`src/rtl/sync_fifo_wr_arbiter_pkg.sv`:
```
// Shared defaults, state encoding and helpers for the FIFO write-port arbiter.
// Macro defaults may be overridden on the tool command line.
`ifndef DATA_WIDTH
`define DATA_WIDTH 8
`endif
`ifndef WR_ARB_NUM_REQ
`define WR_ARB_NUM_REQ 4
`endif
`ifndef WR_ARB_MAX_BEATS
`define WR_ARB_MAX_BEATS 16
`endif
`ifndef ARB_IDLE
`define ARB_IDLE 1'b0
`endif
`ifndef ARB_BUSY
`define ARB_BUSY 1'b1
`endif

package sync_fifo_wr_arbiter_pkg;

  localparam int DEF_DATA_WIDTH = `DATA_WIDTH;
  localparam int DEF_NUM_REQ    = `WR_ARB_NUM_REQ;
  localparam int DEF_MAX_BEATS  = `WR_ARB_MAX_BEATS;

  typedef enum logic {
    ARB_IDLE = `ARB_IDLE,
    ARB_BUSY = `ARB_BUSY
  } arb_state_e;

  function automatic int unsigned wrap_inc(
    input int unsigned v,
    input int unsigned n
  );
    return (v + 1 >= n) ? 0 : v + 1;
  endfunction

endpackage

```
`src/rtl/sync_fifo_wr_arbiter_rr_pick.sv`:
```
// Combinational round-robin picker: first set request at or after start,
// wrapping modulo N.
module sync_fifo_wr_arbiter_rr_pick #(
  parameter int N  = 4,
  parameter int IW = $clog2(N)
) (
  input  logic [N-1:0]  req,
  input  logic [IW-1:0] start,
  output logic          found,
  output logic [IW-1:0] idx
);

  logic [IW-1:0] cand;

  // Walk from the farthest candidate back toward start so the
  // nearest hit is the one left standing.
  always_comb begin
    found = 1'b0;
    idx   = '0;
    cand  = '0;
    for (int i = N - 1; i >= 0; i--) begin
      cand = IW'((int'(start) + i) % N);
      if (req[cand]) begin
        found = 1'b1;
        idx   = cand;
      end
    end
  end

endmodule

```
`src/rtl/sync_fifo_wr_arbiter.sv`:
```
// Packet-locking round-robin arbiter sharing the FIFO write port
// between NUM_REQ producers.
module sync_fifo_wr_arbiter
  import sync_fifo_wr_arbiter_pkg::*;
#(
  parameter int NUM_REQ    = DEF_NUM_REQ,
  parameter int DATA_WIDTH = DEF_DATA_WIDTH,
  parameter int MAX_BEATS  = DEF_MAX_BEATS,
  parameter int ID_WIDTH   = $clog2(NUM_REQ)
) (
  input  logic                          clk,
  input  logic                          reset,
  input  logic [NUM_REQ-1:0]            req_valid,
  input  logic [NUM_REQ*DATA_WIDTH-1:0] req_data,
  input  logic [NUM_REQ-1:0]            req_last,
  output logic [NUM_REQ-1:0]            req_ready,
  output logic                          wr_valid,
  output logic [DATA_WIDTH-1:0]         wr_data,
  input  logic                          wr_full,
  output logic [ID_WIDTH-1:0]           grant_id,
  output logic                          grant_busy
);

  localparam int CNT_W = $clog2(MAX_BEATS + 1);

  arb_state_e          state, state_d;
  logic [ID_WIDTH-1:0] owner, owner_d;
  logic [ID_WIDTH-1:0] rr_ptr, rr_ptr_d;
  logic [CNT_W-1:0]    beat_cnt, beat_cnt_d;

  logic [DATA_WIDTH-1:0] data_arr [NUM_REQ];
  logic                  pick_found;
  logic [ID_WIDTH-1:0]   pick_idx;
  logic                  busy;
  logic                  xfer;
  logic                  last_beat;
  logic                  rel;

  for (genvar g = 0; g < NUM_REQ; g++) begin : g_unpack
    assign data_arr[g] = req_data[g*DATA_WIDTH +: DATA_WIDTH];
  end

  sync_fifo_wr_arbiter_rr_pick #(
    .N  (NUM_REQ),
    .IW (ID_WIDTH)
  ) u_rr_pick (
    .req   (req_valid),
    .start (rr_ptr),
    .found (pick_found),
    .idx   (pick_idx)
  );

  assign busy = (state == ARB_BUSY);

  // Reset gates the write side so nothing lands in the FIFO
  // during the cycle a grant is abandoned.
  always_comb begin
    req_ready = '0;
    wr_valid  = busy & ~reset & req_valid[owner];
    wr_data   = data_arr[owner];
    if (busy && !reset && !wr_full) begin
      req_ready[owner] = 1'b1;
    end
  end

  assign xfer      = wr_valid & ~wr_full;
  assign last_beat = (beat_cnt == CNT_W'(MAX_BEATS - 1));
  assign rel       = xfer & (req_last[owner] | last_beat);

  always_comb begin
    state_d    = state;
    owner_d    = owner;
    rr_ptr_d   = rr_ptr;
    beat_cnt_d = beat_cnt;
    unique case (state)
      ARB_IDLE: begin
        if (pick_found) begin
          state_d    = ARB_BUSY;
          owner_d    = pick_idx;
          beat_cnt_d = '0;
        end
      end
      ARB_BUSY: begin
        if (xfer) begin
          beat_cnt_d = beat_cnt + 1'b1;
        end
        if (rel) begin
          state_d  = ARB_IDLE;
          rr_ptr_d = ID_WIDTH'(wrap_inc(int'(owner), NUM_REQ));
        end
      end
      default: begin
        state_d = ARB_IDLE;
      end
    endcase
  end

  always_ff @(posedge clk) begin
    if (reset) begin
      state    <= ARB_IDLE;
      owner    <= '0;
      rr_ptr   <= '0;
      beat_cnt <= '0;
    end else begin
      state    <= state_d;
      owner    <= owner_d;
      rr_ptr   <= rr_ptr_d;
      beat_cnt <= beat_cnt_d;
    end
  end

  assign grant_id   = owner;
  assign grant_busy = busy;

endmodule

```
`config.mk`:
```
export PLATFORM = sky130hd
export DESIGN_NAME = sync_fifo_wr_arbiter
export DESIGN_NICKNAME = d
export VERILOG_FILES = /design/src/rtl/sync_fifo_wr_arbiter_pkg.sv /design/src/rtl/sync_fifo_wr_arbiter_rr_pick.sv /design/src/rtl/sync_fifo_wr_arbiter.sv
export SDC_FILE = /design/constraint.sdc
export NUM_CORES = 1
export LEC_CHECK = 0
export CAP_MARGIN = 20
export CELL_PAD_IN_SITES_DETAIL_PLACEMENT = 1
export CELL_PAD_IN_SITES_GLOBAL_PLACEMENT = 2
export CORE_MARGIN = 5
export CORE_UTILIZATION = 19
export CTS_BUF_LIST = sky130_fd_sc_hd__clkbuf_8
export CTS_CLUSTER_DIAMETER = 150
export DETAILED_ROUTE_END_ITERATION = 8
export GPL_TIMING_DRIVEN = 0
export PLACE_DENSITY_LB_ADDON = 0.1
export RECOVER_POWER = 100
export SYNTH_ARGS = -nofsm -noshare
export SYNTH_HDL_FRONTEND = slang
export SYNTH_SLANG_ARGS = --single-unit
```
`constraint.sdc`:
```
create_clock -name clk -period 1.95 [get_ports clk]
set_clock_uncertainty 0.05 [all_clocks]
set_input_delay 0.195 -clock clk [delete_from_list [all_inputs] [get_ports clk]]
set_output_delay 0.195 -clock clk [all_outputs]
set_load 0.02 [all_outputs]
```
==> reports/summary.log, run 1 <==
[finish] share of cells above drive strength 1 17.6%
[setup_path] crit path kind input pin to primary output
[global_route] global route overflow 0
[setup_path] Setup crit end kind primary output
[sta] fmax 525 MHz
[synth] syn_nets 136
[sta] Final min period 1.90 ns
[synth] number of library cell types mapped by synthesis 29
[synth] Post-Synthesis Cells 87
[clocking] Post-CTS Hold Fix Bufs 0
[setup_path] maximum fanout along the worst path 6
[drt] via density per instance 4.58
[global_route] pin count of the biggest net entering global routing 11
[finish] area overhead of the layout relative to synthesis 83.9%
[drt] DRC violation total after the first TritonRoute iteration 31
[floorplan] die area 5930 µm²
[pwr] Max VDD drop 0.251 mV
[pwr] static power due to leakage 0.612 nW
[run] number of max-capacitance violations reported 0
[floorplan] Chip Height 77.0 µm
[setup_path] cells on worst reg2reg path 5
[clocking] insertion delay of the later-clocked pin in the worst-skew pair 0.23 ns
[finish] number of inserted diodes 0
[drt] wirelength, routed 3460 µm
[synth] proportion of synthesized chip area in sequential cells 23.5%
[finish] Util after Layout 36.0%
[min_path] launch point of the worst hold path beat_cnt[4]$_SDFFE_PP0P_
[clocking] number of buffers on the longest clock path 2
[sta] Hold WS 0.425 ns
[synth] synthesized area per cell 9.81 µm²
[drt] number of vias after detailed routing 939
[placed_design] Routability Congestion 0.851
[floorplan] Site Rows 24
[sta] actual slew at the worst max-slew pin 0.632 ns
[placed_design] placed wire-length estimate 2860 µm
[drt] number of iterations in the first detailed-routing pass 4
[clocking] cell at the root of the clock tree sky130_fd_sc_hd__clkbuf_8
[min_path] worst min-delay path endpoint beat_cnt[4]$_SDFFE_PP0P_
[floorplan] initial standard-cell utilization of the core 19.6%
[setup_path] CP arrival 1.66 ns
[clocking] CTS tree done
[synth] synthesis warning total 0
[setup_path] data required time of the worst path 1.70 ns
[clocking] TritonCTS sink count 10
[global_route] total global-route track usage 12.0%
[floorplan] total I/O pin count 59
[global_route] number of global-route vias before repair 1031
[sta] final slew viol count 0
[sta] number of setup violations in the final report 0
[global_route] initial antenna violation count 0
[floorplan] placeable core region 4350 µm²
[sta] Final Hold Violating Endpoints 0
[setup_path] r2r setup slk 0.21 ns
[drt] Post-DRT Antenna Nets 0
[setup_path] sort of element at the start of the critical path input pin
[placed_design] # port buffers 58
[clocking] clock buffers created by TritonCTS 3
[synth] flop and latch count out of synthesis 10
[drt] final routed DRC violation total 0
[synth] Synth async-reset ratio 0%
[setup_path] worst reg2reg startpoint grant_id[1]$_SDFFE_PP0P_
[sta] max-slew headroom at the worst pin 57.5%
[clocking] clock slew at reported path FFs 0.04 ns
[sta] RSZ-0062 raised after global routing no
[global_route] first-pass GRT wire length 5600 µm
[min_path] number of instances on the worst hold path 2
[floorplan] die width 77.0 µm
[synth] number of enable-type register cells in the synthesized netlist 0
[clocking] CTS HTree Levels 1
[min_path] Tightest Hold Check Type flip-flop to flip-flop
[finish] count of nets after finishing 204
[drt] wire length per cell 16.9 µm
[synth] synthesized area 853 µm²
[synth] commonest register cell after synthesis sky130_fd_sc_hd__dfxtp_1
[pwr] pwr/cell area 428 nW/µm²
[setup_path] R2R Path End beat_cnt[2]$_SDFFE_PP0P_
[status] status finished, final reports clean
[sta] Period Utilization, post-route 97.6%
## flip-flops by register name, summed over array words and instances (netlist names)
signal / flops
beat_cnt: 5
grant_busy: 1
grant_id: 2
rr_ptr: 2
## synth_stat cells (2+ instances only)
cell type / instances / area share (%)
sky130_fd_sc_hd__a221oi_1: 2 / 2.1
sky130_fd_sc_hd__nand3_1: 6 / 3.5
sky130_fd_sc_hd__nand2_1: 6 / 2.6
sky130_fd_sc_hd__buf_2: 2 / 1.2
sky130_fd_sc_hd__or2_2: 2 / 1.5
sky130_fd_sc_hd__nor2_1: 2 / 0.88
sky130_fd_sc_hd__dfxtp_1: 10 / 23
sky130_fd_sc_hd__mux4_2: 10 / 26
sky130_fd_sc_hd__ha_1: 6 / 8.8
sky130_fd_sc_hd__and3_1: 2 / 1.5
sky130_fd_sc_hd__and2_1: 5 / 3.7
sky130_fd_sc_hd__inv_1: 8 / 3.5
sky130_fd_sc_hd__a21oi_1: 10 / 5.9
## kinds of logic after synthesis
logic type               after synthesis  synth area share [%]
adder cells (fa/ha/maj)                6                  8.80
AND/OR/NAND/NOR                       30                  20.2
buffers and inverters                 12                  5.57
multiplexers                          12                  28.9
flip-flops                            10                  23.5
XOR/XNOR                               1                  1.03
AO/OA/AOI/OAI                         16                  12.0
## per-stage QoR
| stage | TNS [ns] | cells | area (µm²) | total power [mW] | setup WS (ns) |
|---|---|---|---|---|---|
| 2_1_floorplan | 0 | 87 | 853 | 0.323 | 0.188 |
| 3_3_place_gp | -4.42 | 197 | 1500 | 0.470 | -0.351 |
| 3_5_place_dp | -5.11 | 197 | 1500 | 0.475 | -0.434 |
| 4_1_cts | 0 | 202 | 1570 | 0.693 | 0.000271 |
| 5_1_grt | 0 | 205 | 1570 | 0.713 | 0.000725 |
| 6_report | 0 | 205 | 1570 | 0.671 | 0.0467 |
## power breakdown
part           internal [mW]  switching, mW
Sequential             0.208        0.00617
Clock                  0.135         0.0780
Combinational          0.147         0.0965
## area by class of cell
type	instances	area (µm²)
Tap cell	52	65.1
Multi-Input combinational cell	65	599
Fill cell	515	2790
Clock buffer	3	41.3
Sequential cell	10	208
Buffer	4	27.5
Inverter	8	30.0
Timing Repair Buffer	63	598
## routing by layer
metal / GRT usage [%] / share of wire (%) / vias to the layer above
met2: 21.5 / 52 / 28
met3: 2.81 / 4.2 / 4
met1: 14.4 / 43 / 449
met5: 0 / 0 / -
met4: 2.75 / 0.69 / 0
li1: - / - / 458
## worst max-delay path by stage
stage,depth (start not counted),startpoint,slack (ns),endpoint
final,4,req_valid[0],0.05,wr_valid
after detailed placement,5,grant_id[1]$_SDFFE_PP0P_,-0.43,req_ready[1]
after global routing,4,req_valid[0],0.0007,wr_valid
after global placement,3,grant_id[0]$_SDFFE_PP0P_,-0.35,wr_data[4]
after floorplan,4,grant_id[1]$_SDFFE_PP0P_,0.19,beat_cnt[2]$_SDFFE_PP0P_
after CTS,4,req_valid[0],0.0003,wr_valid
## worst max-delay path: stages
cell	delay, ns
sky130_fd_sc_hd__clkdlybuf4s50_1	0.50
sky130_fd_sc_hd__mux4_2	0.50
sky130_fd_sc_hd__nor3b_1	0.15
sky130_fd_sc_hd__clkdlybuf4s15_1	0.31
## cell usage in the layout (no fill, tap or decap), drive strengths merged
cell type / Yosys / final
xor2: 1 / 1
mux4: 10 / 10
clkbuf: 1 / 9
buf: 3 / 3
nand2: 6 / 6
a21oi: 10 / 10
a211o: 1 / 1
nor3: 1 / 1
o221ai: 1 / 1
clkdlybuf4s50: 0 / 42
dlygate4sd3: 0 / 3
nor4: 1 / 1
mux2: 1 / 1
nand2b: 1 / 1
inv: 8 / 8
mux2i: 1 / 1
and2: 5 / 5
o211ai: 1 / 1
dfxtp: 10 / 10
a221oi: 2 / 2
o21ai: 1 / 1
and3: 2 / 2
nor2: 2 / 2
ha: 6 / 6
or2: 3 / 3
nor3b: 2 / 2
nand3: 6 / 6
or3: 1 / 1
clkdlybuf4s15: 0 / 1
dlygate4sd2: 0 / 12
## what timing repair did
item,CTS,global route
endpoints found under the setup margin,13,5
resized for setup,24,1
pin swaps,1,0
buffers inserted,2,3
Note: power is estimated with default switching activity, not from simulation.
==> run 2: changes to the inputs <==
Settings changed: CORE_MARGIN 5 to unset, RECOVER_POWER 100 to unset.
==> run 2 against run 1 <==
- count of clock-buffer cells in the layout is 1 higher
- sequential share of layout area decreased by 0.21 points
- worst setup slack better by 0.011 ns
- first-iteration DRC count shrank 58%
==> reports/summary.log, run 2 (synthesis results as in run 1) <==
[drt] number of vias after detailed routing 932
[global_route] initial antenna violation count 0
[global_route] global route overflow 0
[sta] max-slew headroom at the worst pin 62.1%
[finish] Top reg by flops beat_cnt
[setup_path] crit path kind input pin to primary output
[sta] Final Hold Violating Endpoints 0
[pwr] net switching share of the total power 26.6%
[global_route] first-pass GRT wire length 5010 µm
[sta] number of setup violations in the final report 0
[drt] DRC violation total after the first TritonRoute iteration 13
[floorplan] die area 4760 µm²
[floorplan] Chip Height 69.0 µm
[clocking] insertion delay of the later-clocked pin in the worst-skew pair 0.24 ns
[setup_path] cell with the largest stage delay on the worst path sky130_fd_sc_hd__mux4_2
[drt] wire length per cell 14.9 µm
[sta] RSZ-0062 raised after global routing yes
[global_route] number of global-route vias before repair 976
[drt] Post-DRT Antenna Nets 0
[clocking] clock slew at reported path FFs 0.06 ns
[clocking] TritonCTS sink count 10
[pwr] static power due to leakage 0.611 nW
[pwr] sequential power share 29.6%
[setup_path] Setup crit end kind primary output
[floorplan] Site Rows 24
[pwr] combinational fraction of design power 33.3%
[status] status finished, final reports clean
[clocking] CTS HTree Levels 1
[finish] max reg flops 5
[sta] final slew viol count 0
[sta] Period Utilization, post-route 97.0%
[clocking] number of buffers on the longest clock path 2
[sta] Hold WS 0.427 ns
[global_route] pin count of the biggest net entering global routing 11
[setup_path] family of cells with the greatest summed delay on the critical path buffers and inverters
[clocking] Post-CTS Hold Fix Bufs 0
[setup_path] worst reg2reg startpoint grant_id[1]$_SDFFE_PP0P_
[floorplan] die width 69.0 µm
[finish] number of inserted diodes 0
[clocking] CTS tree done
[clocking] cell at the root of the clock tree sky130_fd_sc_hd__clkbuf_8
[min_path] Tightest Hold Check Type flip-flop to flip-flop
[clocking] clock buffers created by TritonCTS 3
[sta] final sum of negative setup slack 0 ns
[pwr] pwr/cell area 459 nW/µm²
[finish] most common library cell in the layout ignoring fill and taps sky130_fd_sc_hd__clkdlybuf4s50_1
[floorplan] initial standard-cell utilization of the core 19.7%
[sta] fmax 529 MHz
[drt] wirelength, routed 3030 µm
[sta] Final min period 1.89 ns
[finish] commonest cells after routing, fill and taps aside 44 x sky130_fd_sc_hd__clkdlybuf4s50_1, 10 x sky130_fd_sc_hd__mux4_2, 10 x sky130_fd_sc_hd__a21oi_1, 10 x sky130_fd_sc_hd__dlygate4sd2_1
[floorplan] total I/O pin count 59
[drt] via density per instance 4.57
[floorplan] placeable core region 4320 µm²
[run] number of max-capacitance violations reported 0
[setup_path] biggest cell delay along the critical path 0.50 ns
[setup_path] cell-by-cell listing of the critical path clkdlybuf4s50_1 > mux4_2 > nor3b_1 > clkdlybuf4s15_1
[pwr] Max VDD drop 0.285 mV
[setup_path] worst path bufs/invs 2
[pwr] clock power share 37.1%
[drt] final routed DRC violation total 0
[setup_path] Worst Setup SP req_valid[2]
[setup_path] sort of element at the start of the critical path input pin
[placed_design] placed wire-length estimate 2460 µm
[setup_path] maximum fanout along the worst path 5
[pwr] net switching component of the power 0.195 mW
[finish] count of nets after finishing 202
[placed_design] # port buffers 58
[placed_design] Routability Congestion 0.763
[pwr] cell internal power dissipation 0.537 mW
[setup_path] data required time of the worst path 1.70 ns
[global_route] total global-route track usage 13.3%
[sta] actual slew at the worst max-slew pin 0.563 ns
[setup_path] CP arrival 1.65 ns
[min_path] launch point of the worst hold path beat_cnt[4]$_SDFFE_PP0P_
[drt] number of iterations in the first detailed-routing pass 4
[finish] Util after Layout 36.9%
[finish] share of cells above drive strength 1 17.1%
[finish] area overhead of the layout relative to synthesis 86.8%
==> run 2: cell types whose count changed in the layout (fill, tap and decap cells not counted), sizes merged <==
| cell | previous run | this run |
|---|---|---|
| clkbuf | 9 | 5 |
| buf | 3 | 6 |
| clkdlybuf4s15 | 1 | 4 |
| dlygate4sd3 | 3 | 0 |
| clkdlybuf4s50 | 42 | 44 |
| dlygate4sd2 | 12 | 10 |
==> run 2: layout make-up <==
| cell class | instances | area, µm² |
|---|---|---|
| fill | 505 | 2730 |
| multi-input combinational | 65 | 606 |
| timing repair buffer | 61 | 591 |
| sequential | 10 | 208 |
| tap | 52 | 65.1 |
| clock buffer | 4 | 55.1 |
| buffer | 4 | 40.0 |
| inverter | 8 | 30.0 |
==> run 2: worst min-delay path: stages, from the launching register on <==
cell	delay (ns)
sky130_fd_sc_hd__dfxtp_1	0.31
sky130_fd_sc_hd__nand3_1	0.06
sky130_fd_sc_hd__a21oi_1	0.06
==> run 2: worst paths after layout <==
| path | cells past startpoint | slack [ns] | end |
|---|---|---|---|
| setup / recovery | 4 | 0.06 | wr_valid |
| hold reg to reg | 2 | 0.43 | beat_cnt[4]$_SDFFE_PP0P_ |
| hold / removal | 2 | 0.43 | beat_cnt[4]$_SDFFE_PP0P_ |
| setup reg to reg | 5 | 0.21 | beat_cnt[2]$_SDFFE_PP0P_ |
==> run 2: power groups by stage <==
stage / clock network [mW] / logic [mW] / registers, mW
3_5_place_dp: 0 / 0.251 / 0.222
4_1_cts: 0.277 / 0.245 / 0.217
2_1_floorplan: 0 / 0.0991 / 0.224
6_report: 0.272 / 0.244 / 0.217
5_1_grt: 0.288 / 0.260 / 0.219
3_3_place_gp: 0 / 0.246 / 0.222
==> run 2: routing by layer <==
layer | GRT usage, % | wire (µm) | vias to the layer above | share of wire, %
li1 | - | - | 452 | -
met1 | 15.8 | 1290 | 438 | 43
met2 | 23.9 | 1560 | 40 | 51
met3 | 2.92 | 165 | 2 | 5.4
met4 | 3.40 | 12 | 0 | 0.40
met5 | 0 | 0 | - | 0
==> run 2: metrics by stage <==
step           std cells  setup slack (ns)  cell area [µm²]  total power, mW
6_report             204            0.0580             1590            0.732
5_1_grt              204           -0.0262             1590            0.767
4_1_cts              204           0.00403             1580            0.739
3_5_place_dp         197            -0.341             1500            0.473
3_3_place_gp         197            -0.345             1500            0.468
2_1_floorplan         87             0.188              853            0.323
==> run 2: repair_timing <==
item | 4_1_cts | 5_1_grt
endpoints found under the setup margin | 13 | 8
hold endpoints to repair | 0 | 0
buffers inserted | 3 | 0
pin swaps | 1 | 0
resized for setup | 24 | 5
==> edit: new RTL, config.mk and constraints of run 2 <==
Set the macro `DATA_WIDTH` to 6 (it was 8).
--- a/src/rtl/sync_fifo_wr_arbiter_pkg.sv
+++ b/src/rtl/sync_fifo_wr_arbiter_pkg.sv
@@ -1,7 +1,7 @@
 // Shared defaults, state encoding and helpers for the FIFO write-port arbiter.
 // Macro defaults may be overridden on the tool command line.
 `ifndef DATA_WIDTH
-`define DATA_WIDTH 8
+`define DATA_WIDTH 6
 `endif
 `ifndef WR_ARB_NUM_REQ
 `define WR_ARB_NUM_REQ 4
Ports: changed (resized req_data and wr_data); port bits go from 59 to 49. The function was not compared with the original's and may differ.
==> edit against run 2 <==
- sequential cell count is the same
- routed wire length decreased by 10%
- die area is 3.4% lower
- setup slack improved by 0.023 ns
- hold slack lost 0.0016 ns
- count of clock-buffer cells in the layout is the same
- utilization is 1.3 points lower
- area after synthesis fell by 3.5%
- non-clock buffer count decreased by 10
- clock power down 6%
- final area down 8.8%
- power down 6.2%
- fmax is 1.2% higher
- largest power group unchanged
==> edit: results (changes against run 2) <==
yosys:
  ys_seq_area_frac: 0.243  # +0.00856
  synth_common_cells: "a21oi_1 (10), dfxtp_1 (10), mux4_2 (8)"
  syn_nets: 127  # -6.6%
  synth-warning-count: 0  # unchanged
  synth_area_leaders: "dfxtp_1 (24%), mux4_2 (22%), ha_1 (9.1%), a21oi_1 (6.1%), and2_1 (3.8%)"
finish:
  final_nets: 183  # -9.4%
  largest_reg_flops: 5  # unchanged
  drive_gt1_frac: 0.170  # -0.000840
power:
  p_leak_nw: 0.589  # -3.6%
  vdd.ir_drop.worst_mv: 0.272  # -4.6%
drt:
  drt_iter0_markers: 17  # +4
  wl_microns: 2720  # -10%
  num_vias: 862  # -7.5%
placement:
  port_buffers: 48  # -17%
  gp_congestion: 0.759  # -0.52%
  hpwl_microns: 2210  # -10%
worst_setup_path:
  rr_worst_depth: 6  # +1
  crit_fanout: 10  # +5
  endpoint: "wr_data[3]"
  r2r_end: "rr_ptr[1]$_SDFFE_PP0P_"
  crit_start: "grant_id[0]$_SDFFE_PP0P_"
  r2r_setup_slack_ns: 0.10  # -0.11 ns
  cp.arrival_ns: 1.62  # -0.03 ns
cts:
  worstSkewPairLatency_ns: 0.23
  htree_num_levels: 1  # unchanged
sta:
  worst_slew_pin_slew_ns: 0.523  # -0.0399 ns
grt:
  antenna_found_initial: 0  # unchanged
  grt_pass1_wl_microns: 4340  # -13%
  grt_max_degree: 11  # unchanged
  grt_pass1_vias: 924  # -5.3%
  grt_util_all_layers: 0.128  # -0.00503
worst_hold_path:
  hp-class: "flip-flop to flip-flop"
status:
  outcome: "finished, final reports clean"
## edit: changes by cell type after synthesis, sizes merged, moves of 2 or more
cell	run 2	this run
nand2b	1	4
or2	3	1
nand3	6	3
mux4	10	8
nand3b	0	2
a221oi	2	0
## edit: timing repair
action,in CTS,in global routing
setup buffers,2,1
hold buffers,0,0
resized for setup,15,7
pin swaps,0,1
setup endpoints to repair,11,7
## edit: cell families after synthesis
group                      count (synthesis)  share of synthesized area
muxes                                     10                      0.243
adders and majority gates                  6                     0.0912
DFF                                       10                      0.243
buffers and inverters                     11                     0.0730
and+or+nand+nor                           34                      0.242
AOI/OAI and AO/OA                         15                      0.108
## edit: stage by stage
| stage | power [mW] | setup WS, ns | area [sq um] | cells | util |
|---|---|---|---|---|---|
| 3_3_place_gp | 0.434 | -0.294 | 1370 | 184 | 0.334 |
| 5_1_grt | 0.718 | 0.000554 | 1450 | 191 | 0.356 |
| 3_5_place_dp | 0.438 | -0.321 | 1370 | 184 | 0.334 |
| 2_1_floorplan | 0.313 | 0.165 | 823 | 86 | - |
| 4_1_cts | 0.696 | -0.134 | 1440 | 190 | 0.352 |
| 6_report | 0.687 | 0.0812 | 1450 | 191 | 0.356 |
## edit: cell type report
class                   instances  area (sq um)
multi-input cells              65           569
clock buffers                   4          55.1
plain buffers                   4          45.0
repair buffers                 51           489
fillers                       485          2630
inverters                       7          26.3
well taps                      50          62.6
flip-flops and latches         10           206
## edit: routing by layer
metal	routed length (microns)	global-route usage
met2	1250	0.215
met4	8	0.0391
met5	0	0
met3	205	0.0150
met1	1260	0.169
## edit: worst min-delay path by stage
stage	depth (start not counted)	slack (ns)	endpoint
floorplan	2	0.33	beat_cnt[3]$_SDFFE_PP0P_
global placement	1	0.40	beat_cnt[3]$_SDFFE_PP0P_
detailed placement	1	0.42	beat_cnt[3]$_SDFFE_PP0P_
CTS	2	0.43	beat_cnt[4]$_SDFFE_PP0P_
global route	2	0.45	beat_cnt[4]$_SDFFE_PP0P_
finish	2	0.43	beat_cnt[4]$_SDFFE_PP0P_
## edit: worst reg2reg max path: cells and delay by family (launching register included)
kind / cells / cell delay, ns
flops: 1 / 0.36
simple gates: 1 / 0.05
buf+inv: 2 / 0.32
mux: 2 / 0.77
compound gates: 1 / 0.18
## edit: power breakdown
group	internal, mW	switching (mW)	leakage (nW)	total (mW)
Sequential	0.209	0.00708	0.0824	0.217
Clock	0.177	0.0800	0.0288	0.257
Combinational	0.130	0.0825	0.478	0.213
Total	0.517	0.170	0.589	0.687
